<file path="src/rtl/fetch_pkg.sv">
// Shared fetch/decode definitions: datapath width, NOP encoding, reset PC and fetch FSM states.
`default_nettype none
package fetch_pkg;
  localparam int unsigned XLEN = 32;
  localparam logic [XLEN-1:0] C_NOP_INST = 32'h0000_0013;
  localparam logic [XLEN-1:0] C_RESET_PC_DEFAULT = 32'h0000_0000;

  typedef enum logic [2:0] {
    S_IDLE = 3'd0,
    S_REQ  = 3'd1,
    S_WAIT = 3'd2,
    S_HOLD = 3'd3,
    S_DROP = 3'd4
  } fetch_state_t;
endpackage
`default_nettype wire

</file>
<file path="src/rtl/fetch.sv">
// Instruction-fetch stage: one outstanding ready/valid read, single-entry instruction buffer,
// redirect on FLUSH with discard of any stale in-flight response.
`default_nettype none
module fetch
  import fetch_pkg::*;
#(
  parameter logic [XLEN-1:0] RESET_PC = C_RESET_PC_DEFAULT
) (
  input  logic            CLK,
  input  logic            RST,
  input  logic            STALL,
  input  logic            MEM_WAIT,
  input  logic            FLUSH,
  input  logic [XLEN-1:0] NEW_PC,
  output logic            INST_RDEN,
  output logic [XLEN-1:0] INST_RADDR,
  input  logic            INST_RREADY,
  input  logic            INST_RVALID,
  input  logic [XLEN-1:0] INST_RDATA,
  output logic [XLEN-1:0] FETCH_PC,
  output logic [XLEN-1:0] FETCH_INST
);

  fetch_state_t    state_q, state_d;
  logic [XLEN-1:0] pc_q, pc_d;
  logic [XLEN-1:0] buf_pc_q, buf_pc_d;
  logic [XLEN-1:0] buf_inst_q, buf_inst_d;
  logic            buf_valid_q, buf_valid_d;

  logic w_consume;
  logic w_flush;
  logic w_outstanding;

  // MEM_WAIT freezes the whole hand-off to decode, including redirects.
  assign w_consume = !STALL && !MEM_WAIT;
  assign w_flush   = FLUSH && !MEM_WAIT;

  // A request is still owed a response after this edge; a redirect must then drain it.
  assign w_outstanding = ((state_q == S_WAIT) && !INST_RVALID) ||
                         ((state_q == S_REQ)  &&  INST_RREADY) ||
                         ((state_q == S_DROP) && !INST_RVALID);

  always_ff @(posedge CLK or posedge RST) begin
    if (RST) begin
      state_q     <= S_IDLE;
      pc_q        <= RESET_PC;
      buf_pc_q    <= '0;
      buf_inst_q  <= C_NOP_INST;
      buf_valid_q <= 1'b0;
    end else begin
      state_q     <= state_d;
      pc_q        <= pc_d;
      buf_pc_q    <= buf_pc_d;
      buf_inst_q  <= buf_inst_d;
      buf_valid_q <= buf_valid_d;
    end
  end

  always_comb begin
    state_d     = state_q;
    pc_d        = pc_q;
    buf_pc_d    = buf_pc_q;
    buf_inst_d  = buf_inst_q;
    buf_valid_d = buf_valid_q;

    unique case (state_q)
      S_IDLE: state_d = S_REQ;
      S_REQ: begin
        if (INST_RREADY) state_d = S_WAIT;
      end
      S_WAIT: begin
        if (INST_RVALID) begin
          buf_pc_d    = pc_q;
          buf_inst_d  = INST_RDATA;
          buf_valid_d = 1'b1;
          state_d     = S_HOLD;
        end
      end
      S_HOLD: begin
        if (w_consume) begin
          buf_valid_d = 1'b0;
          pc_d        = pc_q + 32'd4;
          state_d     = S_REQ;
        end
      end
      S_DROP: begin
        if (INST_RVALID) state_d = S_REQ;
      end
      default: state_d = S_IDLE;
    endcase

    if (w_flush && (state_q != S_IDLE)) begin
      pc_d        = NEW_PC & ~32'd3;
      buf_valid_d = 1'b0;
      state_d     = w_outstanding ? S_DROP : S_REQ;
    end
  end

  assign INST_RDEN  = (state_q == S_REQ);
  assign INST_RADDR = pc_q;
  assign FETCH_PC   = buf_valid_q ? buf_pc_q   : '0;
  assign FETCH_INST = buf_valid_q ? buf_inst_q : C_NOP_INST;

endmodule
`default_nettype wire

</file>
<file path="config.mk">
export PLATFORM = sky130hd
export DESIGN_NAME = fetch
export DESIGN_NICKNAME = d
export VERILOG_FILES = /design/src/rtl/fetch_pkg.sv /design/src/rtl/fetch.sv
export SDC_FILE = /design/constraint.sdc
export NUM_CORES = 1
export LEC_CHECK = 0
export CELL_PAD_IN_SITES_DETAIL_PLACEMENT = 1
export CELL_PAD_IN_SITES_GLOBAL_PLACEMENT = 1
export CORE_MARGIN = 10
export CORE_UTILIZATION = 37
export DETAILED_ROUTE_END_ITERATION = 12
export GPL_TIMING_DRIVEN = 1
export MAX_ROUTING_LAYER = met4
export PLACE_DENSITY = 0.95
export SKIP_LAST_GASP = 1
export SLEW_MARGIN = 20
export SYNTH_ARGS = -nofsm -noshare
export SYNTH_HDL_FRONTEND = slang
export SYNTH_SLANG_ARGS = --single-unit
</file>
<file path="constraint.sdc">
create_clock -name CLK -period 8.8 [get_ports CLK]
set_input_delay 1.32 -clock CLK [delete_from_list [all_inputs] [get_ports CLK]]
set_output_delay 1.32 -clock CLK [all_outputs]
set_load 0.01 [all_outputs]
</file>
Word-level counts from Yosys, hierarchy flattened
Index checks and enable logic that the tools add are counted.
{"block": "word_totals", "regBits": 100, "output_inout_bits": 97, "word_cells": 50}
{"block": "classes", "addsub": 1, "n_eq_ne": 8, "n_mux": 16, "n_reduce_logical": 20}
{"op": "32-bit two-way mux", "count": 5}
{"op": "32-bit by 3-bit adder with 32-bit output, second input constant", "count": 1}
{"op": "3-bit two-way mux", "count": 6}
{"op": "3-bit case mux with 5 select lines", "count": 1}
{"op": "3-bit by 2-bit == test with 1-bit output, second input constant", "count": 2}
{"op": "1-bit logical AND", "count": 6}
{"op": "3-bit by 2-bit inequality test with 1-bit output, second input constant", "count": 2}
{"op": "3-bit nonzero test", "count": 2}
{"op": "2-bit AND reduction", "count": 2}
{"op": "4-bit AND reduction", "count": 1}
{"op": "2-bit nonzero test", "count": 2}
{"op": "3-bit by 1-bit == test with 1-bit output, second input constant", "count": 1}
{"op": "3-bit == test, second input constant", "count": 1}
{"op": "1-bit zero test", "count": 3}
{"op": "3-bit zero test", "count": 1}
{"op": "1-bit two-way mux", "count": 3}
{"op": "3-bit by 1-bit inequality test with 1-bit output, second input constant", "count": 1}
{"op": "3-bit inequality test, second input constant", "count": 1}
{"op": "3-bit AND reduction", "count": 1}
{"op": "1-bit logical OR", "count": 2}
{"op": "1-bit case mux with 2 select lines", "count": 1}

Logic depth before layout (Yosys ltp)
Gate-level depths: netlist of run 1.
{"block": "logic_depth", "word_depth": 6, "ltp_mapped": 7, "mapped_depth_nobuf": 6}

Least setup slack after synthesis of run 1
OpenSTA, ideal clock, no wires.
{"block": "synth_timing", "path_type": "input -> register", "from": "input port MEM_WAIT", "to": "register pc_q[17], in the netlist INST_RADDR[17]", "setup_time_ns": 0.127, "t_arrival_ns": 2.947, "t_required_ns": 8.673, "setup_slack_ns": 5.726, "stages": 7, "path_buffers": 2, "path_cell_list": "or3b_1 buf_2 or4_4 buf_6 nor4_4 xnor2_1 o21ai_2"}
{"block": "synth_between", "elab_chain_cells": 5}
{"element": "from (decl)", "line": "fetch.sv:12", "source": "input logic MEM_WAIT,"}
{"element": "1-bit zero test *", "line": "fetch.sv:35, fetch.sv:36"}
{"element": "1-bit logical AND", "line": "fetch.sv:36", "source": "assign w_flush = FLUSH && !MEM_WAIT;"}
{"element": "1-bit logical AND", "line": "fetch.sv:92", "source": "if (w_flush && (state_q != S_IDLE)) begin"}
{"element": "2-bit nonzero test (no line)"}
{"element": "2-bit AND reduction (no line)"}
{"element": "to (signal assigned)", "line": "fetch.sv:52", "source": "pc_q <= pc_d;"}
{"element": "to (decl)", "line": "fetch.sv:25", "source": "logic [XLEN-1:0] pc_q, pc_d;"}
Mark *: on every way between the ends. The rest lies on a longest branch, timed or not.
A chain may end at the register's enable or synchronous reset.

Final worst setup path of run 1
{"block": "layout_timing", "from": "input port MEM_WAIT", "to": "register pc_q[26], in the netlist INST_RADDR[26]"}
The elaborated chain is that of the path after synthesis.

==> results of run 1 <==
==> power breakdown <==
| group | internal (µW) | total, µW | switching [µW] |
|---|---|---|---|
| registers | 638 | 802 | 164 |
| logic | 445 | 754 | 309 |
| clock network | 235 | 396 | 161 |
==> layout by cell type, fill, tap and decap left out, drive strengths merged, types with 2 or more instances in the layout <==
cell type	synthesis	final
a21oi	3	3
and2	62	62
and3	4	4
buf	10	3
clkbuf	21	13
clkdlybuf4s50	0	161
clkinv	0	2
conb	1	4
dfrtp	93	93
dfstp	3	3
inv	5	5
mux2	62	62
nand2	37	37
nand2b	3	3
nand3	11	11
nand4	11	11
nor2	9	9
nor2b	2	2
nor3	8	8
nor4	6	6
o21ai	29	29
or4	2	2
xnor2	12	12
xor2	17	17
==> per-layer routing <==
| layer | vias up | GRT usage, % | share of wire, % | wire (µm) |
|---|---|---|---|---|
| met5 | - | - | 0 | 0 |
| met4 | 0 | 5.685 | 1.5 | 213 |
| met3 | 15 | 5.259 | 6.0 | 861 |
| met2 | 125 | 27.85 | 50 | 7195 |
| met1 | 1842 | 19.33 | 43 | 6156 |
| li1 | 1732 | - | - | - |
==> path summary, 6_finish.rpt <==
| kind | slack [ps] | cells past startpoint | to | start |
|---|---|---|---|---|
| max in group asynchronous | 6310 | 3 | INST_RADDR[19]$_DFFE_PP0P_ | RST |
| worst min-delay path | 500 | 1 | buf_inst_q[2]$_DFFE_PP0P_ | buf_inst_q[2]$_DFFE_PP0P_ |
| worst max register to register | 6070 | 5 | INST_RADDR[26]$_DFFE_PP0P_ | state_q[0]$_DFFE_PP0P_ |
| worst max-delay path | 5180 | 6 | INST_RADDR[26]$_DFFE_PP0P_ | MEM_WAIT |
| worst min register to register | 500 | 1 | buf_inst_q[2]$_DFFE_PP0P_ | buf_inst_q[2]$_DFFE_PP0P_ |
| min in group asynchronous | 1410 | 2 | buf_inst_q[16]$_DFFE_PP0P_ | RST |
==> cell families after synthesis <==
| family | count (synthesis) | synth area share [%] |
|---|---|---|
| xor gates and xnor gates | 29 | 5.435 |
| DFF | 96 | 51.49 |
| AOI/OAI and AO/OA | 38 | 4.659 |
| and+or+nand+nor | 161 | 19.49 |
| muxes | 63 | 15.15 |
| other | 1 | 0.08024 |
| buffers and inverters | 36 | 3.427 |
| adders and majority gates | 1 | 0.2677 |
==> state kept, by name, summed over array words and instances (netlist names) <==
| register | count |
|---|---|
| INST_RADDR | 30 |
| buf_inst_q | 32 |
| buf_pc_q | 30 |
| buf_valid_q | 1 |
| state_q | 3 |
==> per-stage QoR <==
| stage | instance area [µm²] | hold slack (ps) | utilization [%] |
|---|---|---|---|
| global placement | 6399 | 480.6 | 52.40 |
| floorplan | 4684 | 472.1 | - |
| global route | 6709 | 521.5 | 54.94 |
| CTS | 6699 | 502.1 | 54.86 |
| detailed placement | 6399 | 487.5 | 52.40 |
| finish | 6709 | 498.0 | 54.94 |
==> cell type report <==
cell class	instances	area, µm²
Inverter	5	21.27
Fill cell	1351	5503
Clock inverter	3	40.04
Multi-Input combinational cell	296	2137
Sequential cell	96	2406
Timing Repair Buffer	164	1634
Tap cell	168	210.2
Clock buffer	13	260.3
==> metrics, run 1 <==
worst-margin pin slew=about 1100 ps; largest net degree at the start of global routing=62; DRT iter0 DRCs=140; Netlist Area Pre-Place=between 4000 and 5000 µm²; Die Wd=~130 µm; vias per std cell=between 4 and 5; Inserted Clock Buffers=9; Power Dens Cells=just under 300 nW/µm²; Total Nets Final=644; grt total ovfl=0; final setup fails=0; placed cell count=roughly 730; critical path fanouts, max=7; Final ANT Viol Nets=0; initial cell density of the core=a little under two fifths; CTS Sinks=96; Final WS setup=5185 ps; cells along the critical path=clkdlybuf4s50_1 -> or3b_1 -> nor4_1 -> nand3_1 -> xnor2_1 -> o21ai_0; Hold WC Path Type=flip-flop to flip-flop; Tot Pwr=slightly below 2000 µW; layout cells sized above 1=about 16%; total I/O pin count=roughly 170; Post-synth ARST share=between 90% and 100%; WP buf/inv=1; ys flop type=dfrtp_1; Mapped Cells=425; per-cell routed wire length=19.37 µm; clk_skew=about 6.3 ps; total number of vias=3714; gpl congestion=0.8074; Post-synth top cells=dfrtp_1 (93), and2_1 (62), mux2_2 (62); CP max stage delay=1000 ps; count leader, synth=dfrtp_1; Worst setup SP type=input port; area leader, netlist=dfrtp_1; Crit Path Category=input port to flip-flop; setup total negative slack=0 ps; relative slew slack=between 20% and 30%; Die Y=132.4 µm; Reg clk slew, reported paths=roughly 60 ps; diodes inserted=0; Post-synth EDFFs=0; pre-CTS WS=roughly 4800 ps; overall global routing resource usage=17.00%; sequential area share after synthesis=51.49%; Synth top area share=49.80%; first-pass GRT wire length=between 20000 and 25000 µm; WL final=about 14000 µm; Fin. Hold Viols=0; clk_lat worst skew=between 300 and 400 ps; Detailed Place HPWL=about 11000 µm; Port Buf Inserts=161; RSZ-0062 raised after global routing=no; initial antenna violation count=0; CP Capture Type=flip-flop; Area growth syn-to-layout=43.56%; First-pass DRT Iterations=5; Die ar.=17530 µm²; Row Count=40; VDD IR max=0.1332 mV; CTS Root Cell=clkbuf_16; arrival time worst endpoint=approximately 3800 ps; Post-CTS Hold Fix Bufs=0; Resized cells post-CTS=0; CP delay by family, top=simple AND/OR/NAND/NOR gates; Netlist cell types=45; fin crit share=41.08%; CP max stage cell=nor4_1; post-CTS setup buffer count=0; vias in the first global route=4139; average size of a mapped cell=between 10 and 15 µm²; total core area=about 12000 µm²; Max Cap Viol=0; Crit path required time=9000 ps; Pleak=around 0.0027 µW; CTS HTree Levels=3; Yosys warnings=0; Tmin final=roughly 3600 ps; Final Max Slew Viols=0; DRC errors left=0; Synth area leaders=dfrtp_1 (50%), mux2_2 (15%), and2_1 (8.3%); clock buffer depth=2; status=completed; Yosys reg bits=96; post-route insts no fill=745; Max Freq=about 0.28 GHz; CTS tree=yes
Note: power is estimated with default switching activity, not from simulation.
==> run 2, diff against run 1 <==
--- a/config.mk
+++ b/config.mk
@@ -8,11 +8,11 @@
 export CELL_PAD_IN_SITES_DETAIL_PLACEMENT = 1
 export CELL_PAD_IN_SITES_GLOBAL_PLACEMENT = 1
 export CORE_MARGIN = 10
-export CORE_UTILIZATION = 37
+export CORE_UTILIZATION = 34
 export DETAILED_ROUTE_END_ITERATION = 12
 export GPL_TIMING_DRIVEN = 1
 export MAX_ROUTING_LAYER = met4
-export PLACE_DENSITY = 0.95
+export PLACE_DENSITY = 0.89
 export SKIP_LAST_GASP = 1
 export SLEW_MARGIN = 20
 export SYNTH_ARGS = -nofsm -noshare
==> constraint.sdc (replaced) <==
create_clock -name CLK -period 3.41 [get_ports CLK]
set_input_delay 0.5115 -clock CLK [delete_from_list [all_inputs] [get_ports CLK]]
set_output_delay 0.5115 -clock CLK [all_outputs]
set_load 0.01 [all_outputs]
==> run 2 against run 1 <==
Compared with the run above:
- first-iteration DRC count is 33% lower
- highest routed layer unchanged
- utilization shrank 4.4 points
- register-to-register slack lost 5100 ps
- hold slack better by 2.7 ps
- largest power group unchanged
- final cell count increased by 1.2%
==> metrics, run 2 (synthesized netlist as in run 1, its figures left out) <==
status=completed; Fin. Hold Viols=0 (unchanged); vias in the first global route=4079 (-1.4%); Area growth syn-to-layout=44.44%; DRC errors left=0 (unchanged); first-pass GRT wire length=22370 µm (-3.7%); Die Y=137.2 µm (+3.7%); CTS HTree Levels=3 (unchanged); First-pass DRT Iterations=4 (-1); final setup fails=0 (unchanged); worst-margin pin slew=1081 ps (-61.15 ps); CTS tree=yes; fin crit share=~77%; relative slew slack=27.31% (+4.2 points); RSZ-0062 raised after global routing=no; Storage cell area=2407 µm² (about the same); grt total ovfl=0 (unchanged); Inserted Clock Buffers=9 (unchanged); Max Cap Viol=0 (unchanged); clk_skew=7.236 ps (+0.9100 ps); Tmin final=2636 ps; most frequent cells in the layout=clkdlybuf4s50_1 (161), dfrtp_1 (92), and2_1 (62), mux2_2 (62), nand2_1 (37); Crit path required time=2900 ps (-6100 ps); Worst setup SP type=flip-flop; Pleak=0.002676 µW (+0.28%); total number of vias=3678 (-0.97%); Total Nets Final=645 (+0.16%); Row Count=42 (+5.0%); Port Buf Inserts=161 (unchanged); Die ar.=18830 µm² (+7.5%); CTS Root Cell=clkbuf_16; post-route insts no fill=754 (+1.2%); Reg clk slew, reported paths=60 ps (about the same); WL final=14280 µm (-1.0%); Max Freq=approximately 0.38 GHz; Die Wd=137.2 µm (+3.7%); layout cells sized above 1=16.61% (+0.66 points); area occupied by multi-input gates=2127 µm² (-0.47%); Final Max Slew Viols=0 (unchanged); DRT iter0 DRCs=94 (-33%); largest net degree at the start of global routing=64 (+3.2%); number of flip-flops under the largest register name=32 (unchanged); initial antenna violation count=0 (unchanged); initial cell density of the core=35.01% (-3.3 points); Power Dens Cells=745.7 nW/µm² (+160%); most common cell after layout, fill and taps aside=clkdlybuf4s50_1; setup total negative slack=0 ps (unchanged); placed cell count=738 (+1.2%); total core area=13350 µm² (+9.3%); diodes inserted=0 (unchanged); arrival time worst endpoint=2120 ps (-1700 ps); overall global routing resource usage=15.49% (-1.5 points); Detailed Place HPWL=10700 µm (-1.9%); critical path fanouts, max=63 (+56); total I/O pin count=168 (unchanged); Hold WC Path Type=flip-flop to flip-flop; VDD IR max=0.3464 mV (+160%); Crit Path Category=flip-flop to primary output; Post-CTS Hold Fix Bufs=0 (unchanged); per-cell routed wire length=18.94 µm (-2.2%); vias per std cell=4.878 (-2.2%); fill count=1474 (+9.1%); gpl congestion=0.7709 (-4.5%); Biggest register=buf_inst_q; CTS Sinks=96 (unchanged); clock buffer depth=2 (unchanged); Final ANT Viol Nets=0 (unchanged); post-CTS setup buffer count=0 (unchanged); clk_lat worst skew=340 ps (about the same); Resized cells post-CTS=0 (unchanged); CP Capture Type=primary output
-- run 2: cell types whose count changed in the layout (fill, tap and decap cells not counted), sizes merged --
cell,before,now
clkinvlp,0,2
buf,3,4
clkbuf,13,11
-- run 2: worst paths after layout --
kind | from | to | slack, ps | cells past startpoint
max | buf_valid_q$_DFFE_PP0P_ | FETCH_INST[16] | 770 | 2
min | buf_inst_q[13]$_DFFE_PP0P_ | buf_inst_q[13]$_DFFE_PP0P_ | 500 | 1
max reg2reg | INST_RADDR[10]$_DFFE_PP0P_ | INST_RADDR[18]$_DFFE_PP0P_ | 940 | 5
min reg2reg | buf_inst_q[13]$_DFFE_PP0P_ | buf_inst_q[13]$_DFFE_PP0P_ | 500 | 1
max in group asynchronous | RST | buf_pc_q[3]$_DFFE_PP0P_ | 2070 | 3
min in group asynchronous | RST | INST_RADDR[25]$_DFFE_PP0P_ | 670 | 2
-- run 2: power breakdown --
group	total, µW	switching (µW)	internal, µW	leakage [µW]
clock	1030	419	606	0.000148
sequential	2130	484	1650	0.00117
combinational	1880	729	1150	0.00136
-- run 2: cell type report --
class	count	area share, %
clock buffers	11	3.744
clock inverters	5	0.8156
inverters	5	0.3151
multi-input cells	296	31.51
flip-flops and latches	96	35.66
well taps	176	3.262
repair buffers	165	24.69
-- run 2: metal layers --
| metal | up-vias | routed length, µm | global-route usage (%) |
|---|---|---|---|
| li1 | 1732 | - | - |
| met1 | 1798 | 6197 | 18.53 |
| met2 | 129 | 6781 | 24.76 |
| met3 | 19 | 1020 | 4.188 |
| met4 | 0 | 281 | 5.328 |
| met5 | - | 0 | - |
-- run 2: per-stage QoR --
stage | cell area (µm²) | total power (µW) | hold slack [ps] | utilization (%) | setup WS, ps
2_1_floorplan | 4684 | 3012 | 472.1 | - | 398.1
3_3_place_gp | 6442 | 3946 | 480.9 | 48.27 | 620.1
3_5_place_dp | 6442 | 4082 | 490.4 | 48.27 | 585.7
4_1_cts | 6750 | 5143 | 505.5 | 50.57 | 660.3
5_1_grt | 6750 | 5379 | 509.0 | 50.57 | 561.2
6_report | 6750 | 5034 | 500.7 | 50.57 | 774.2
-- run 2: worst max-delay path, cell delays in order, from the launching register on --
cell	delay (ps)
dfrtp_2	940
and2_1	250
clkdlybuf4s50_1	570
==> run 3, diff against run 2 <==
==> constraint.sdc (replaced) <==
create_clock -name CLK -period 2.45 [get_ports CLK]
set_input_delay 0.3675 -clock CLK [delete_from_list [all_inputs] [get_ports CLK]]
set_output_delay 0.3675 -clock CLK [all_outputs]
set_load 0.01 [all_outputs]
==> run 3 against run 2 <==
Compared with the run above:
- first-iteration DRC count increased by 24%
- non-clock buffer count up 12
- critical path depth grew 1
- cell area up 1.0%
- hold slack worse by 2.0 ps
- critical path type unchanged
- critical endpoint is now FETCH_INST[20]
==> metrics, run 3 (synthesized netlist as in run 1, its figures left out) <==
WL final=14500 µm (+1.5%); Reg clk slew, reported paths=60 ps (about the same); first-pass GRT wire length=22580 µm (+0.93%); Die Y=137.2 µm (unchanged); Tot Pwr=6980 µW (+39%); First-pass DRT Iterations=4 (unchanged); CP Capture Type=primary output; Post-CTS Hold Fix Bufs=0 (unchanged); relative slew slack=55.89% (+29 points); cells along the critical path=buf_12 -> and2_1 -> clkdlybuf4s50_1; Max Cap Viol=0 (unchanged); Final Max Slew Viols=0 (unchanged); Die Wd=137.2 µm (unchanged); RSZ-0062 raised after global routing=no; Tmin final=2256 ps; Pleak=0.002723 µW (+1.7%); grt total ovfl=0 (unchanged); highest metal used=met4; CTS tree=yes; overall global routing resource usage=15.80% (+0.31 points); clk_lat worst skew=350 ps (about the same); setup total negative slack=0 ps (unchanged); critical path fanouts, max=49 (-22%); arrival time worst endpoint=1890 ps (-230 ps); total core area=13350 µm² (unchanged); hold_sp=buf_pc_q[29]$_DFFE_PP0P_; gpl congestion=0.7823 (+1.5%); total I/O pin count=168 (unchanged); post-CTS setup buffer count=0 (unchanged); Hold WC Path Type=flip-flop to flip-flop; DP Area=6546 µm² (+1.6%); CTS Root Cell=clkbuf_16; R2R Path Start=state_q[2]$_DFFE_PP0P_; Area growth syn-to-layout=45.92%; Resized cells post-CTS=0 (unchanged); clk_skew=11.69 ps (+4.455 ps); DRC errors left=0 (unchanged); diodes inserted=0 (unchanged); Critical Path Source=buf_valid_q$_DFFE_PP0P_; Crit path required time=2080 ps (-820 ps); Worst setup SP type=flip-flop; Port Buf Inserts=161 (unchanged); worst-margin pin slew=651.4 ps (-430.0 ps); vias per std cell=4.858 (-0.42%); Fin. Hold Viols=0 (unchanged); Final WS setup=194.2 ps (-580.1 ps); status=completed; Total Nets Final=657 (+1.9%); M1 wire length=5966 µm (-3.7%); clock buffer depth=2 (unchanged); largest net degree at the start of global routing=97 (+52%); layout cells sized above 1=17.63% (+1.0 points); final instance area=6819 µm² (+1.0%); metal3 WL=1159 µm (+14%); pre-CTS WS=-44.36 ps (-630.1 ps); CP max stage delay=550 ps (-390 ps); DRT iter0 DRCs=117 (+24%); VDD IR max=0.4040 mV (+17%); CP max stage cell=clkdlybuf4s50_1; Inserted Clock Buffers=9 (unchanged); most frequent cells in the layout=clkdlybuf4s50_1 (161), dfrtp_1 (92), and2_1 (62), mux2_2 (62), nand2_1 (37); total number of vias=3721 (+1.2%); Die ar.=18830 µm² (unchanged); CTS HTree Levels=3 (unchanged); initial cell density of the core=35.01% (unchanged); CTS Sinks=96 (unchanged); number of flip-flops under the largest register name=32 (unchanged); most common cell after layout, fill and taps aside=clkdlybuf4s50_1; Biggest register=buf_inst_q; final setup fails=0 (unchanged); Power Dens Cells=1024 nW/µm² (+37%); per-cell routed wire length=18.93 µm (about the same); Max Freq=around 0.44 GHz; vias in the first global route=4110 (+0.76%); Row Count=42 (unchanged); Crit Path Category=flip-flop to primary output; DR WL met2=7180 µm (+5.9%); fin crit share=around 92%; initial antenna violation count=0 (unchanged); Final ANT Viol Nets=0 (unchanged); Detailed Place HPWL=10880 µm (+1.7%)
## run 3: changes by cell type in the layout (fill, tap and decap cells not counted), sizes merged
cell / change
inv: -1
clkinv: -1
clkinvlp: -1
clkbuf: +4
bufinv: -1
buf: +12
## run 3: area by class of cell
class                           count  area [µm²]
Fill cell                        1441        6529
Sequential cell                    96        2407
Multi-Input combinational cell    296        2127
Timing Repair Buffer              177        1769
Clock buffer                       15       267.8
Tap cell                          176       220.2
Inverter                            5       22.52
Clock inverter                      1       5.005
## run 3: critical path, delay by kind of cell (launching register included)
kind,cells,cell delay (ps)
buffers and inverters,2,790
DFF,1,530
and+or+nand+nor,1,180
## run 3: worst paths after layout
path	depth (start not counted)	end	slack (ps)
setup / recovery	3	FETCH_INST[20]	190
hold / removal	1	buf_pc_q[29]$_DFFE_PP0P_	500
setup reg to reg	5	INST_RADDR[17]$_DFFE_PP0P_	430
hold reg to reg	1	buf_pc_q[29]$_DFFE_PP0P_	500
max in group asynchronous	3	buf_valid_q$_DFFE_PP0P_	1480
min in group asynchronous	3	buf_inst_q[2]$_DFFE_PP0P_	530
## run 3: per-stage QoR
stage,std cells,utilization [%],hold slack [ps]
after global placement,750,49.04,479.7
after CTS,766,51.09,501.2
final,766,51.09,498.6
after global routing,766,51.09,514.0
after detailed placement,750,49.04,487.8
after floorplan,428,-,472.1
## run 3: report_power, final
| part | internal (µW) | total (µW) | switching, µW |
|---|---|---|---|
| combinational | 1650 | 2770 | 1120 |
| sequential | 2290 | 2890 | 592 |
| clock | 745 | 1320 | 579 |
| total | 4690 | 6980 | 2290 |
## run 3: routing by layer
metal / track usage (%) / vias to the layer above
met2: 26.42 / 115
met4: 4.859 / 0
li1: - / 1759
met1: 17.68 / 1832
met3: 5.062 / 15
met5: - / -
